===== src/rtl/sonuc_bcd_donusturucu_pkg.sv =====
// Shared definitions for the result-to-BCD conversion stage.
// Latency: none (types and constants only).
// Backpressure: none.
package hesap_paket;

  localparam int VARSAYILAN_VERI_GENISLIGI = 64;
  localparam int VARSAYILAN_BASAMAK        = 20;
  localparam int BASAMAK_GENISLIGI         = 4;

  typedef enum logic [1:0] {
    BOSTA    = 2'd0,
    DONUSTUR = 2'd1,
    BITTI    = 2'd2
  } durum_t;

endpackage


===== src/rtl/bcd_duzelt.sv =====
// Double-dabble digit correction: adds 3 to a BCD digit that is 5 or more.
// Latency: combinational.
// Backpressure: none.
// Ports: basamak - incoming 4-bit digit; duzeltilmis - corrected digit.
module bcd_duzelt
  import hesap_paket::*;
(
  input  logic [BASAMAK_GENISLIGI-1:0] basamak,
  output logic [BASAMAK_GENISLIGI-1:0] duzeltilmis
);

  assign duzeltilmis = (basamak >= 4'd5) ? basamak + 4'd3 : basamak;

endmodule


===== src/rtl/sonuc_bcd_donusturucu.sv =====
// Captures an unsigned result and converts it to packed BCD (one double-dabble step per clock).
// Latency: bcd_gecerli rises VERI_GENISLIGI edges after the capture edge; same edge for overflow.
// Backpressure: output held until alindi; new start edges ignored while mesgul.
// Ports: clk/rst (async active-high); sonuc/tasma/hazir/gecerli from the math unit;
//        alindi from the display driver; bcd/anlamli_basamak/hata/bcd_gecerli/mesgul to it.
module sonuc_bcd_donusturucu
  import hesap_paket::*;
#(
  parameter int VERI_GENISLIGI = VARSAYILAN_VERI_GENISLIGI,
  parameter int BASAMAK        = VARSAYILAN_BASAMAK
) (
  input  logic                                 clk,
  input  logic                                 rst,
  input  logic [VERI_GENISLIGI-1:0]            sonuc,
  input  logic                                 tasma,
  input  logic                                 hazir,
  input  logic                                 gecerli,
  input  logic                                 alindi,
  output logic [BASAMAK_GENISLIGI*BASAMAK-1:0] bcd,
  output logic [4:0]                           anlamli_basamak,
  output logic                                 hata,
  output logic                                 bcd_gecerli,
  output logic                                 mesgul
);

  localparam int BCD_W    = BASAMAK_GENISLIGI * BASAMAK;
  localparam int SAYAC_W  = $clog2(VERI_GENISLIGI + 1);

  durum_t                    durum, sonraki_durum;
  logic                      baslat, baslat_q, baslat_yukselen;
  logic [VERI_GENISLIGI-1:0] kaydirma, kaydirma_sonraki;
  logic [BCD_W-1:0]          bcd_acc, duzelt, acc_sonraki;
  logic [SAYAC_W-1:0]        sayac;
  logic                      son_adim;

  // Index of the highest nonzero digit plus one; a zero value still shows one digit.
  function automatic logic [4:0] anlamli_say(input logic [BCD_W-1:0] v);
    logic [4:0] n;
    n = 5'd1;
    for (int i = 0; i < BASAMAK; i++) begin
      if (v[i*BASAMAK_GENISLIGI +: BASAMAK_GENISLIGI] != '0) n = 5'(i + 1);
    end
    return n;
  endfunction

  // The edge register runs in every state so a held level never retriggers.
  assign baslat          = hazir & gecerli;
  assign baslat_yukselen = baslat & ~baslat_q;

  for (genvar g = 0; g < BASAMAK; g++) begin : g_duzelt
    bcd_duzelt u_duzelt (
      .basamak     (bcd_acc[g*BASAMAK_GENISLIGI +: BASAMAK_GENISLIGI]),
      .duzeltilmis (duzelt[g*BASAMAK_GENISLIGI +: BASAMAK_GENISLIGI])
    );
  end

  // Correct first, then shift {bcd_acc, kaydirma} left by one.
  assign acc_sonraki      = {duzelt[BCD_W-2:0], kaydirma[VERI_GENISLIGI-1]};
  assign kaydirma_sonraki = {kaydirma[VERI_GENISLIGI-2:0], 1'b0};
  assign son_adim         = (sayac == SAYAC_W'(VERI_GENISLIGI - 1));

  always_comb begin
    sonraki_durum = durum;
    case (durum)
      BOSTA:    if (baslat_yukselen) sonraki_durum = tasma ? BITTI : DONUSTUR;
      DONUSTUR: if (son_adim)        sonraki_durum = BITTI;
      BITTI:    if (alindi)          sonraki_durum = BOSTA;
      default:                       sonraki_durum = BOSTA;
    endcase
  end

  always_ff @(posedge clk or posedge rst) begin
    if (rst) begin
      durum           <= BOSTA;
      baslat_q        <= 1'b0;
      kaydirma        <= '0;
      bcd_acc         <= '0;
      sayac           <= '0;
      bcd             <= '0;
      anlamli_basamak <= '0;
      hata            <= 1'b0;
    end else begin
      durum    <= sonraki_durum;
      baslat_q <= baslat;
      case (durum)
        BOSTA: begin
          if (baslat_yukselen) begin
            if (tasma) begin
              bcd             <= '0;
              anlamli_basamak <= '0;
              hata            <= 1'b1;
            end else begin
              kaydirma <= sonuc;
              bcd_acc  <= '0;
              sayac    <= '0;
            end
          end
        end
        DONUSTUR: begin
          // The top digit can never carry out when 10^BASAMAK > 2^VERI_GENISLIGI.
          assert (duzelt[BCD_W-1] == 1'b0);
          bcd_acc  <= acc_sonraki;
          kaydirma <= kaydirma_sonraki;
          sayac    <= sayac + SAYAC_W'(1);
          if (son_adim) begin
            bcd             <= acc_sonraki;
            anlamli_basamak <= anlamli_say(acc_sonraki);
            hata            <= 1'b0;
          end
        end
        default: ;
      endcase
    end
  end

  assign bcd_gecerli = (durum == BITTI);
  assign mesgul      = (durum != BOSTA);

endmodule


===== config.mk =====
export PLATFORM = sky130hd
export DESIGN_NAME = sonuc_bcd_donusturucu
export DESIGN_NICKNAME = d
export VERILOG_FILES = /design/src/rtl/sonuc_bcd_donusturucu_pkg.sv /design/src/rtl/bcd_duzelt.sv /design/src/rtl/sonuc_bcd_donusturucu.sv
export SDC_FILE = /design/constraint.sdc
export NUM_CORES = 1
export LEC_CHECK = 0
export BUFFER_PORTS_ARGS = -buffer_cell sky130_fd_sc_hd__buf_2
export CAP_MARGIN = 20
export CORE_AREA = 2 2 256 195
export CTS_CLUSTER_DIAMETER = 40
export DETAILED_ROUTE_END_ITERATION = 10
export DIE_AREA = 0 0 258 197
export GPL_ROUTABILITY_DRIVEN = 0
export HOLD_SLACK_MARGIN = 0.05
export PLACE_DENSITY_LB_ADDON = 0.3
export SLEW_MARGIN = 40
export SYNTH_ARGS = -nofsm -noshare
export SYNTH_HDL_FRONTEND = slang
export SYNTH_HIERARCHICAL = 1
export SYNTH_SLANG_ARGS = --single-unit
export TNS_END_PERCENT = 10

===== constraint.sdc =====
create_clock -name clk -period 10.95 [get_ports clk]
set_input_delay 2.19 -clock clk [delete_from_list [all_inputs] [get_ports clk]]
set_output_delay 2.19 -clock clk [all_outputs]
set_load 0.05 [all_outputs]

Yosys cells after proc, flatten, opt, wreduce, memory -nomap -nowiden
Index checks and enable logic that the tools add are counted.
{"block": "totals", "elab_cells": 150, "reg_bits": 240, "inputBits": 70, "output_inout_bits": 88}
{"block": "classes", "reduce_logical": 25, "add_sub_neg": 21, "order_cmp": 20, "n_eq_ne": 8, "bitwise_logic": 3, "muxes": 65}
{"operator": "$mux 80", "count": 5}
{"operator": "$pmux 80 s2", "count": 2}
{"operator": "$mux 64", "count": 2}
{"operator": "$pmux 64 s2", "count": 1}
{"operator": "$mux 5", "count": 21}
{"operator": "$ge 4x3->1 const B", "count": 20}
{"operator": "$add 4x2->4 const B", "count": 19}
{"operator": "$mux 4", "count": 19}
{"operator": "$reduce_bool 4->1", "count": 19}
{"operator": "$mux 7", "count": 2}
{"operator": "$pmux 7 s2", "count": 1}
{"operator": "$mux 2", "count": 5}
{"operator": "$ne 2x2->1 const B", "count": 5}
{"operator": "$pmux 5 s2", "count": 1}
{"operator": "$add 7x1->7 const B", "count": 1}
{"operator": "$eq 7x6->1 const B", "count": 1}
{"operator": "$pmux 2 s3", "count": 1}
{"operator": "$reduce_and 3->1", "count": 2}
{"operator": "$reduce_and 4->1", "count": 1}
{"operator": "$reduce_bool 2->1", "count": 2}
{"operator": "$add 3x2->3 const B", "count": 1}
{"operator": "$mux 1", "count": 3}
{"operator": "$mux 3", "count": 1}
{"operator": "$and 1x1->1", "count": 2}
{"operator": "5 further kinds", "count": 5}

Logic depth before layout (Yosys ltp)
{"block": "logic_depth", "depth_word": 24, "depth_mapped": 10, "depth_no_buf": 10}

Modules after synthesis
The synthesis kept the hierarchy.
{"module": "sonuc_bcd_donusturucu", "n_inst": 1, "seq_area_each_um2": 6005.8, "cells_per_inst": 1074, "area_per_inst_um2": 9952.0}
{"module": "bcd_duzelt", "n_inst": 20, "seq_area_each_um2": 0.0, "cells_per_inst": 16, "area_per_inst_um2": 101.3}

Worst setup path after synthesis
No wires, ideal clock.
{"block": "synth_timing", "kind": "input -> register", "start": "input port tasma", "end": "register bcd_acc[33]", "path_buffers": 4, "t_arrival_ps": 3504, "required_time_ps": 10885, "path_slack_ps": 7381, "stages": 8, "path_cell_list": "nand4bb_1 > buf_2 > a21o_1 > clkbuf_1 > clkbuf_1 > clkbuf_1 > nand2_1 > nand2_1"}
{"block": "synth_via", "elab_chain_len": 2}
{"item": "from (decl)", "line": "sonuc_bcd_donusturucu.sv:15", "text": "input logic tasma,"}
{"item": "$ne 2x2->1 (no line)"}
{"item": "$reduce_and 3->1 (no line)"}
{"item": "to (signal assigned)", "line": "sonuc_bcd_donusturucu.sv:102", "text": "bcd_acc <= acc_sonraki;"}
{"item": "to (decl)", "line": "sonuc_bcd_donusturucu.sv:32", "text": "logic [BCD_W-1:0] bcd_acc, duzelt, acc_sonraki;"}
No other way between the ends.
A chain may end at the register's enable or synchronous reset.

Worst setup path in the final report
{"block": "layout_timing", "start": "register durum[0]", "end": "output port bcd_gecerli"}
{"block": "layout_via", "elab_chain_len": 1}
{"item": "from (decl)", "line": "sonuc_bcd_donusturucu.sv:29", "text": "durum_t durum, sonraki_durum;"}
{"item": "from (signal assigned)", "line": "sonuc_bcd_donusturucu.sv:83", "text": "durum <= sonraki_durum;"}
{"item": "$eq 2x2->1", "line": "sonuc_bcd_donusturucu.sv:116", "text": "assign bcd_gecerli = (durum == BITTI);"}
{"item": "to (decl)", "line": "sonuc_bcd_donusturucu.sv:22", "text": "output logic bcd_gecerli,"}
No other way between the ends.

==> metrics.md <==
| Metric | Value |
|---|---|
| Status | `finished, final reports clean` |
| Starting density of the core | `about a quarter` |
| Post-route ant nets | `0` |
| Fin Clk Skew | `0.0186 ns` |
| Setup TNS | `0 ns` |
| Boundary pin count | `about 160` |
| Fin crit period | `around 4.6 ns` |
| Core Region | `48300 µm²` |
| # DRC | `0` |
| # H-tree levels | `2` |
| Synthesized area per cell | `8.60 µm²` |
| Vias in the first global route | `9612` |
| Clock Sinks | `240` |
| Post-CTS Hold Buffers | `0` |
| Area delta synth->final | `23.4%` |
| Nets | `1637` |
| Crit Path Category | `reg -> out` |
| Largest net degree at the start of global routing | `~120` |
| TritonCTS clock tree | `built` |
| Vias | `9783` |
| Worst Hold Class | `reg -> reg` |
| Cell area after synthesis | `12000 µm²` |
| WL final | `about 31 mm` |
| Worst R2R Path Depth | `6` |
| Worst hold stages | `2` |
| Synth Warn # | `6` |
| Resized cells post-CTS | `0` |
| Post-DP HPWL | `20.6 mm` |
| Worst Setup Start Kind | `register` |
| Worst-Margin Slew | `just under 0.8 ns` |
| Starting DRT DRC Count | `between 500 and 600` |
| Setup violations, final | `0` |
| Number of setup buffers added after CTS | `0` |
| Reg2reg setup slack | `7.86 ns` |
| DP Worst Slack | `6.01 ns` |
| Syn_nets | `1501` |
| Die X | `258 µm` |
| DIE AREA | `50800 µm²` |
| Hold_sp | `hata` |
| Slew HR | `47.1%` |
| LEAKAGE | `approximately 7.0 nW` |
| Global route overflow | `0` |
| Num CTS Buffers | `42` |
| VDD IR max | `0.000128 V` |
| Vias per cell | `4.43` |
| Tcrit/Tclk final | `42.2%` |
| PortBufs | `around 160` |
| Die Y | `approximately 200 µm` |
| CP Max Fanout | `91` |
| 1st-pass router iterations | `4` |
| Tot GR Track Use | `12.2%` |
| RSZ-0062 raised after global routing | `no` |
| Slew Viols, Final | `0` |
| Final Hold Fails | `0` |
| Antenna cells | `0` |
| Layout cells sized above 1 | `17.3%` |
| Clock Pin Slew Worst Setup and Hold Paths | `0.05 ns` |
| Worst hold endpoint | `hata` |
| P per Cell Area | `roughly 340 nW/µm²` |
| Clock buffer depth | `3` |
| CP endpoint kind | `output pin` |
| RR Endpoint | `sayac[3]` |
| Clk_lat worst skew | `0.54 ns` |
| Reg-to-reg critical path startpoint | `durum[0]` |
| Fmax achieved | `~0.22 GHz` |
| First-pass GRT wire length | `between 50 and 60 mm` |
| DR WL/cell | `14.1 µm` |
| Antenna violations before repair | `0` |
| Cells after synthesis | `1390` |
| Final worst slack | `6.33 ns` |
| Std-Cell Rows | `70` |
| WP data arrival | `2.43 ns` |
| Clock Tree Root | `clkbuf_16` |
| Req. time, crit path | `8.76 ns` |
| Max cap viols | `0` |
==> layer usage <==
| metal | global-route usage [%] | vias up | part of all wire (%) |
|---|---|---|---|
| met4 | 3.92 | 0 | 1.9 |
| met1 | 17.0 | 4664 | 49 |
| met2 | 18.5 | 175 | 44 |
| met5 | 0 | - | 0 |
| li1 | - | 4901 | - |
| met3 | 3.01 | 43 | 5.4 |
==> registers in the layout, indices dropped and copies added, names as in the netlist <==
signal and cells:
durum 2, bcd 80, anlamli_basamak 5, baslat_q 1, bcd_acc 80, sayac 7, kaydirma 64, hata 1
==> final cells by class <==
class / count / area (µm²)
inverters: 45 / 176
repair buffers: 165 / 868
fillers: 5026 / 33500
flip-flops and latches: 240 / 6010
multi-input cells: 1032 / 5500
clock buffers: 53 / 1150
well taps: 648 / 811
clock inverters: 23 / 231
==> metrics by stage <==
stage          util (%)  area, µm²  cells  hold WS (ns)  power [mW]
2_1_floorplan         -      12000   1390         0.446        3.18
3_3_place_gp       27.6      13300   2130         0.460        3.71
3_5_place_dp       27.7      13400   2130         0.465        3.78
4_1_cts            30.5      14700   2206         0.476        5.10
5_1_grt            30.6      14800   2206         0.506        5.42
6_report           30.6      14800   2206         0.473        5.03
==> report_power, final <==
| group | internal [mW] | total (mW) | switching [mW] |
|---|---|---|---|
| Clock | 0.805 | 1.28 | 0.479 |
| Combinational | 0.629 | 2.18 | 1.55 |
| Sequential | 1.27 | 1.57 | 0.306 |
| Total | 2.70 | 5.03 | 2.33 |
==> how the worst max path moves through the flow <==
stage,start,end,slack (ns),cells after the start
floorplan,rst,anlamli_basamak[0],2.17,1
global placement,tasma,sayac[5],5.71,8
detailed placement,tasma,sayac[5],6.01,8
CTS,durum[0],bcd_gecerli,6.04,5
global route,durum[0],bcd_gecerli,6.12,5
finish,durum[0],bcd_gecerli,6.33,5
==> placed cells by master (no fill, tap or decap), types with 3 or more instances in the layout <==
| cell | instances |
|---|---|
| a21oi_1 | 65 |
| a21oi_2 | 20 |
| and2_1 | 3 |
| buf_2 | 157 |
| buf_6 | 6 |
| clkbuf_1 | 6 |
| clkbuf_16 | 43 |
| clkbuf_8 | 4 |
| clkinv_4 | 5 |
| clkinvlp_4 | 6 |
| dfrtp_1 | 238 |
| ha_1 | 41 |
| inv_1 | 44 |
| inv_6 | 7 |
| mux2i_1 | 21 |
| nand2_1 | 478 |
| nand2b_1 | 40 |
| nand3_1 | 7 |
| nor2_1 | 33 |
| nor3b_1 | 62 |
| nor4_1 | 12 |
| nor4_2 | 4 |
| o21ai_0 | 109 |
| o21ai_1 | 79 |
| or4_1 | 7 |
| xnor2_1 | 23 |
==> critical path, stage by stage, from the launching register on <==
cell and delay (ns):
dfrtp_4 0.69, buf_6 0.55, inv_1 0.23, nand2_1 0.13, inv_1 0.05, buf_2 0.21
Power figures use the tool's default switching activity.
